$ cat src/rtl/vector_alu_sequencer_pkg.sv
// Shared processor package: scalar ALU opcodes and the vector sequencer FSM states.
package vector_alu_sequencer_pkg;

    localparam logic [2:0] ALU_ADD = 3'b000;
    localparam logic [2:0] ALU_SUB = 3'b001;
    localparam logic [2:0] ALU_AND = 3'b010;
    localparam logic [2:0] ALU_OR  = 3'b011;
    localparam logic [2:0] ALU_XOR = 3'b100;

    typedef enum logic [1:0] {
        IDLE = 2'b00,
        RUN  = 2'b01,
        DONE = 2'b10
    } seqState_t;

endpackage

$ cat src/rtl/vector_alu_sequencer_alu.sv
// Scalar N-bit ALU shared by every lane of the vector sequencer; only the zero flag is exported.
module vector_alu_sequencer_alu
    import vector_alu_sequencer_pkg::*;
#(
    parameter int N = 32
) (
    input  logic [N-1:0] a,
    input  logic [N-1:0] b,
    input  logic [2:0]   aluControl,
    output logic [N-1:0] y,
    output logic         zero
);

    always_comb begin
        y = '0;
        case (aluControl)
            ALU_ADD: y = a + b;
            ALU_SUB: y = a - b;
            ALU_AND: y = a & b;
            ALU_OR:  y = a | b;
            ALU_XOR: y = a ^ b;
            default: y = '0;
        endcase
    end

    assign zero = (y == '0);

endmodule

$ cat src/rtl/vector_alu_sequencer.sv
// Vector ALU sequencer: runs one scalar lane ALU over L = V/N lanes, one lane per cycle,
// assembling the vector result in place. The FSM state is visible as the 'state' signal.
module vector_alu_sequencer
    import vector_alu_sequencer_pkg::*;
#(
    parameter int N = 32,
    parameter int V = 256
) (
    input  logic         clk,
    input  logic         rst,
    input  logic         StartE,
    input  logic         FlushE,
    input  logic [2:0]   ALUControlE,
    input  logic [V-1:0] SrcAVE,
    input  logic [V-1:0] SrcBVE,
    output logic         AcceptE,
    output logic         BusyE,
    output logic         StallVE,
    output logic         DoneE,
    output logic [V-1:0] ALUResultVE,
    output logic         VZeroE
);

    localparam int L  = V / N;
    localparam int CW = (L > 1) ? $clog2(L) : 1;
    localparam logic [CW-1:0] LAST_LANE = CW'(L - 1);

    seqState_t     state, stateNext;
    logic [CW-1:0] laneCnt;
    logic [V-1:0]  srcAReg, srcBReg, resultReg;
    logic [2:0]    opReg;
    logic          zeroAcc;
    logic [N-1:0]  laneA, laneB, laneY;
    logic          laneZero;
    logic          acceptInt, laneWrite, lastLane;

    // Handshake: StartE is a request held by the requester; the transfer happens in the
    // cycle AcceptE=1 (IDLE, no flush), and operands/opcode are captured at that edge only.
    assign acceptInt = (state == IDLE) && StartE && !FlushE && !rst;
    assign laneWrite = (state == RUN) && !FlushE;
    assign lastLane  = (laneCnt == LAST_LANE);

    always_comb begin
        stateNext = state;
        case (state)
            IDLE:    if (acceptInt) stateNext = RUN;
            RUN:     if (FlushE) stateNext = IDLE;
                     else if (lastLane) stateNext = DONE;
            DONE:    stateNext = IDLE;
            default: stateNext = IDLE;
        endcase
    end

    always_comb begin
        laneA = '0;
        laneB = '0;
        for (int i = 0; i < L; i++) begin
            if (laneCnt == CW'(i)) begin
                laneA = srcAReg[i*N +: N];
                laneB = srcBReg[i*N +: N];
            end
        end
    end

    vector_alu_sequencer_alu #(.N(N)) laneAlu (
        .a          (laneA),
        .b          (laneB),
        .aluControl (opReg),
        .y          (laneY),
        .zero       (laneZero)
    );

    always_ff @(posedge clk or posedge rst) begin
        if (rst) begin
            state     <= IDLE;
            laneCnt   <= '0;
            srcAReg   <= '0;
            srcBReg   <= '0;
            opReg     <= '0;
            resultReg <= '0;
            zeroAcc   <= 1'b0;
            VZeroE    <= 1'b0;
        end else begin
            state <= stateNext;
            if (acceptInt) begin
                srcAReg <= SrcAVE;
                srcBReg <= SrcBVE;
                opReg   <= ALUControlE;
                laneCnt <= '0;
                zeroAcc <= 1'b1;
                VZeroE  <= 1'b0;
            end else if (laneWrite) begin
                for (int i = 0; i < L; i++) begin
                    if (laneCnt == CW'(i)) resultReg[i*N +: N] <= laneY;
                end
                zeroAcc <= zeroAcc & laneZero;
                // The counter parks on the last lane instead of wrapping.
                if (lastLane) VZeroE <= zeroAcc & laneZero;
                else          laneCnt <= laneCnt + 1'b1;
            end
        end
    end

    assign AcceptE     = acceptInt;
    assign BusyE       = (state == RUN) || (state == DONE);
    assign StallVE     = acceptInt || (state == RUN);
    assign DoneE       = (state == DONE);
    assign ALUResultVE = resultReg;

endmodule
$ cat config.mk
export PLATFORM = sky130hd
export DESIGN_NAME = vector_alu_sequencer
export DESIGN_NICKNAME = d
export VERILOG_FILES = /design/src/rtl/vector_alu_sequencer_pkg.sv /design/src/rtl/vector_alu_sequencer_alu.sv /design/src/rtl/vector_alu_sequencer.sv
export SDC_FILE = /design/constraint.sdc
export NUM_CORES = 2
export LEC_CHECK = 0
export BUFFER_PORTS_ARGS = -buffer_cell sky130_fd_sc_hd__buf_2
export CAP_MARGIN = 40
export CORE_AREA = 2 2 302 304
export CTS_CLUSTER_DIAMETER = 60
export DETAILED_ROUTE_END_ITERATION = 12
export DIE_AREA = 0 0 304 306
export PLACE_DENSITY_LB_ADDON = 0.05
export SYNTH_ARGS = -nofsm -noshare
export SYNTH_HDL_FRONTEND = slang
export SYNTH_HIERARCHICAL = 1
export SYNTH_SLANG_ARGS = --single-unit
$ cat constraint.sdc
create_clock -name clk -period 36.1 [get_ports clk]
set_input_delay 7.22 -clock clk [delete_from_list [all_inputs] [get_ports clk]]
set_output_delay 7.22 -clock clk [all_outputs]
set_load 0.005 [all_outputs]
* Word-level counts from Yosys, hierarchy flattened
Cells that the tools add are included. Widths: inputs -> output; s select.
Storage, ports and cells: flip-flop bits (word level) 778, bits of input ports 519, output and inout port bits 261
Cells by class: add/sub/neg operators 3, equality and inequality tests 16, muxes and demuxes 29, bitwise operators 5, reductions and logical operators 25
Operators with widths (count):
- $mux 32 | 16
- $pmux 32 s5 | 1
- $add 32x32->32 | 1
- $and 32x32->32 | 1
- $logic_not 32->1 | 1
- $or 32x32->32 | 1
- $sub 32x32->32 | 1
- $xor 32x32->32 | 1
- $reduce_and 3->1 | 8
- $eq 3x3->1 const B | 5
- $eq 3x2->1 const B | 4
- $mux 3 | 3
- $eq 3x1->1 const B | 2
- $logic_not 3->1 | 2
- $mux 2 | 3
- $reduce_and 2->1 | 3
- $mux 1 | 5
- $logic_and 1x1->1 | 4
- $ne 2x2->1 const B | 2
- $pmux 2 s2 | 1
- $reduce_bool 2->1 | 2
- $add 3x1->3 const B | 1
- $ne 3x3->1 const B | 1
- $eq 2x1->1 const B | 1
- 6 further kinds | 8

* Depth between registers and ports, before layout
word-level depth 16, depth in mapped cells 34, depth with buffers taken out 28

* Hierarchy
The synthesis kept the hierarchy.
Modules (own cells, without submodules):
- vector_alu_sequencer | times used 1, cells each 3664, area an instance 34336.7 sq um, sequential area each 19468.7 sq um
- vector_alu_sequencer_alu | times used 1, cells each 638, area an instance 4347.9 sq um, sequential area each 0.0 sq um

* Worst setup path after synthesis
Ideal clock, no wire load.
path type input to output, from in rst, to out StallVE, arrival time 8.104 ns, data required time 28.880 ns, slack 20.776 ns, cell stages on the path 5, cells stage by stage nand4bb_1 buf_2 clkbuf_1 clkbuf_1 nand2b_1
On the way: word-level cells in the longest chain between the ends 3
Ends and longest elaborated chain:
- start, declared | RTL line vector_alu_sequencer.sv:10 | input logic rst,
- $logic_not 1->1 (no source line)
- $logic_and 1x1->1 | RTL line vector_alu_sequencer.sv:39 | assign acceptInt = (state == IDLE) && StartE && !FlushE && !rst;
- $logic_or 1x1->1 | RTL line vector_alu_sequencer.sv:106 | assign StallVE = acceptInt || (state == RUN);
- end, declared | RTL line vector_alu_sequencer.sv:18 | output logic StallVE,
Every way passes these cells.

* Final worst setup path
Same ends and word-level chain as after synthesis.

==> impl_results.md <==
* Setup_tns at 0 ns
* Max Cap Viol at 0
* Seq/Total Area, Yosys at 0.503
* Critical Path Source: rst
* Die Span Y at 306 µm
* Pwr dens at 120 nW/µm²
* GRT overflow at 0
* Antenna-violating nets left at 0
* Crit-path max FO at 39
* Cell internal pwr at 2.99 mW
* Max_slew headroom at 0.238
* Min Clock Period, post-route at 15.51 ns
* Fin nets at 5630
* 1st-pass router iterations at 5
* Vias in the first global route at 32.4k
* Reg clk slew, reported paths at 0.06 ns
* Clk Latency, worst-skew pair at 0.68 ns
* Commonest non-fill, non-tap cell in the layout: nand2_1
* Max Clock Skew at 0.0335 ns
* Register bit total from synthesis at 778
* First-pass GRT wire length at 205 mm
* Dominant synthesized flop cell: dfrtp_1
* Max clock buf depth at 3
* Post-synthesis cell count at 4302
* CTS Hold Bufs at 0
* Area of the mapped netlist at 38700 µm²
* Req. time, crit path at 28.88 ns
* FF-to-FF path depth at 27
* CTS Buf Count at 92
* Area Overhead vs Synth at 21.6%
* Root Driver: clkbuf_16
* GR Util All Layers at 0.290
* Switching Fraction at 0.472
* TritonCTS clock tree: done
* Fin crit share at 0.430
* Vias after detailed routing at 33.4k
* Most used cell, CP: buf_2
* Largest net degree at the start of global routing at 169
* Fmax at 64.5 MHz
* Leak Pwr at 24.1 nW
* Fin Hold WS at 0.472 ns
* Post-synth EDFFs at 0
* Starting DRT DRC Count at 2913
* Sequential share of power at 0.263
* Remaining DRCs at 0
* Crit path kind: primary input to output pin
* Switching pwr at 2.67 mW
* Clock power share at 0.163
* Hold path depth at 2
* Asr flop ratio synth at 1.00
* Layout cells sized above 1 at 0.263
* Mean post-synth cell area at 8.99 µm²
* I/O Pins at 780
* Setup crit start kind: primary input
* Die W at 304 µm
* Netlist cell types at 75
* Worst EP arrival at 8.29 ns
* Worst VDD drop at 0.000101 V
* HP Class: flip-flop to flip-flop
* Combinational share of power at 0.574
* Slowest-stage cell, CP: buf_4
* Crit path cell chain: buf_2 > nand4bb_4 > buf_4 > nand2b_1 > buf_2
* Buffer and inverter count on the worst path at 3
* Critical Path Max Stage Delay at 0.43 ns
* R2r endpoint: VZeroE
* Family with the most delay on the worst path: buffers and inverters
* Postcts setup bufs at 0
* Unrepaired setup endpoints after global routing: false
* Average via count per standard cell at 5.33
* Most frequent cells in the layout: 1600 x nand2_1, 807 x buf_2, 778 x dfrtp_1, 294 x o21ai_0, 221 x mux2_2
* Routed wire length at 138 mm
* Initial antenna violation count at 30
* Clk sinks at 778
* Routed WL per cell at 22.0 µm
* Outcome: complete, no violations
* Final hold violation count at 0
* CTS H-Tree Depth at 3
* Synth warn at 6
* Slew @ Worst Pin at 1.14 ns
* Hold Path Origin: srcAReg[40]
* Port bufs at 779
* Post-Syn Nets at 4928
* Post_cts resized at 0
* Effective utilization at floorplan at 0.432
* Detail Placement HPWL at 98.5 mm
* FF-to-FF setup slack at 26.99 ns
* Hold Path Sink: srcAReg[40]
* # setup viols final at 0
* Reg-to-reg startpoint: laneCnt[1]
* Row cnt at 110
* Die ar. at 93000 µm²
* Slew Limit Fails at 0
* GPL Wtd Cong at 0.879
* Core Region at 89600 µm²
* Endpoint type of the worst setup path: output pin
[power by group through the flow]
stage	logic, mW	clock network, mW	registers [mW]
floorplan	1.97	0	1.47
global placement	3.11	0	1.49
detailed placement	3.24	0	1.50
CTS	3.25	0.937	1.49
global route	3.58	0.972	1.54
finish	3.25	0.921	1.49
[tightest hold or removal path, cell delays in order, from the launching register on]
cell	delay [ns]
dfrtp_1	0.34
nand2_1	0.05
nand2_1	0.05
[layer usage]
layer  routed length (µm)  global-route usage  part of all wire
met2                63600               0.459              0.46
met3                 8850              0.0554             0.064
met4                 4890               0.109             0.035
met1                60700               0.397              0.44
met5                   75                   0           0.00054
[registers in the layout (all words and copies together) (netlist names)]
signal	cells
ALUResultVE	256
srcAReg	256
srcBReg	256
laneCnt	3
opReg	3
state	2
VZeroE	1
zeroAcc	1
[layout make-up]
type                       instances  area (µm²)
antenna                           16        40.0
clock buffer                     131        2620
clock inverter                    35         362
fill                            8626       42600
inverter                         205         785
multi-input combinational       3028       17300
sequential                       778       19500
tap                             1176        1470
timing repair buffer             899        5040
[worst max path at each step]
stage / cells past startpoint / endpoint
3_5_place_dp: 4 / AcceptE
3_3_place_gp: 5 / StallVE
2_1_floorplan: 1 / ALUResultVE[0]
4_1_cts: 5 / StallVE
6_report: 5 / StallVE
5_1_grt: 5 / StallVE
[synthesized netlist by cell type, types with 30 or more instances]
cell type     n  area share
nand2_1    1606        0.16
dfrtp_1     778        0.50
o21ai_0     305       0.039
mux2_2      221       0.064
inv_1       204       0.020
clkbuf_1    149       0.014
buf_2       125       0.016
a21oi_1     121       0.016
nor2_1      115       0.011
ha_1        106       0.034
o31ai_1      70       0.014
a22oi_1      69       0.013
a221oi_1     67       0.015
a221o_1      64       0.017
xnor2_1      41      0.0093
mux2_4       30       0.012
[stage by stage]
step                instances   util  setup WS, ns  area, µm²  power [mW]
floorplan                4302      -          7.04      38700        3.44
global placement         6033  0.485         20.18      43400        4.60
detailed placement       6086  0.491         20.60      44000        4.74
CTS                      6252  0.525         20.59      47000        5.68
global route             6267  0.525         20.54      47000        6.09
finish                   6268  0.525         20.59      47000        5.66
[cell families after synthesis]
kind of cell | synth area share
AND/OR/NAND/NOR | 0.185
AO/OA/AOI/OAI | 0.133
flip-flops | 0.503
buffers and inverters | 0.0538
multiplexers | 0.0788
adder cells (fa/ha/maj) | 0.0348
XOR/XNOR | 0.0113
Power figures use the tool's default switching activity.
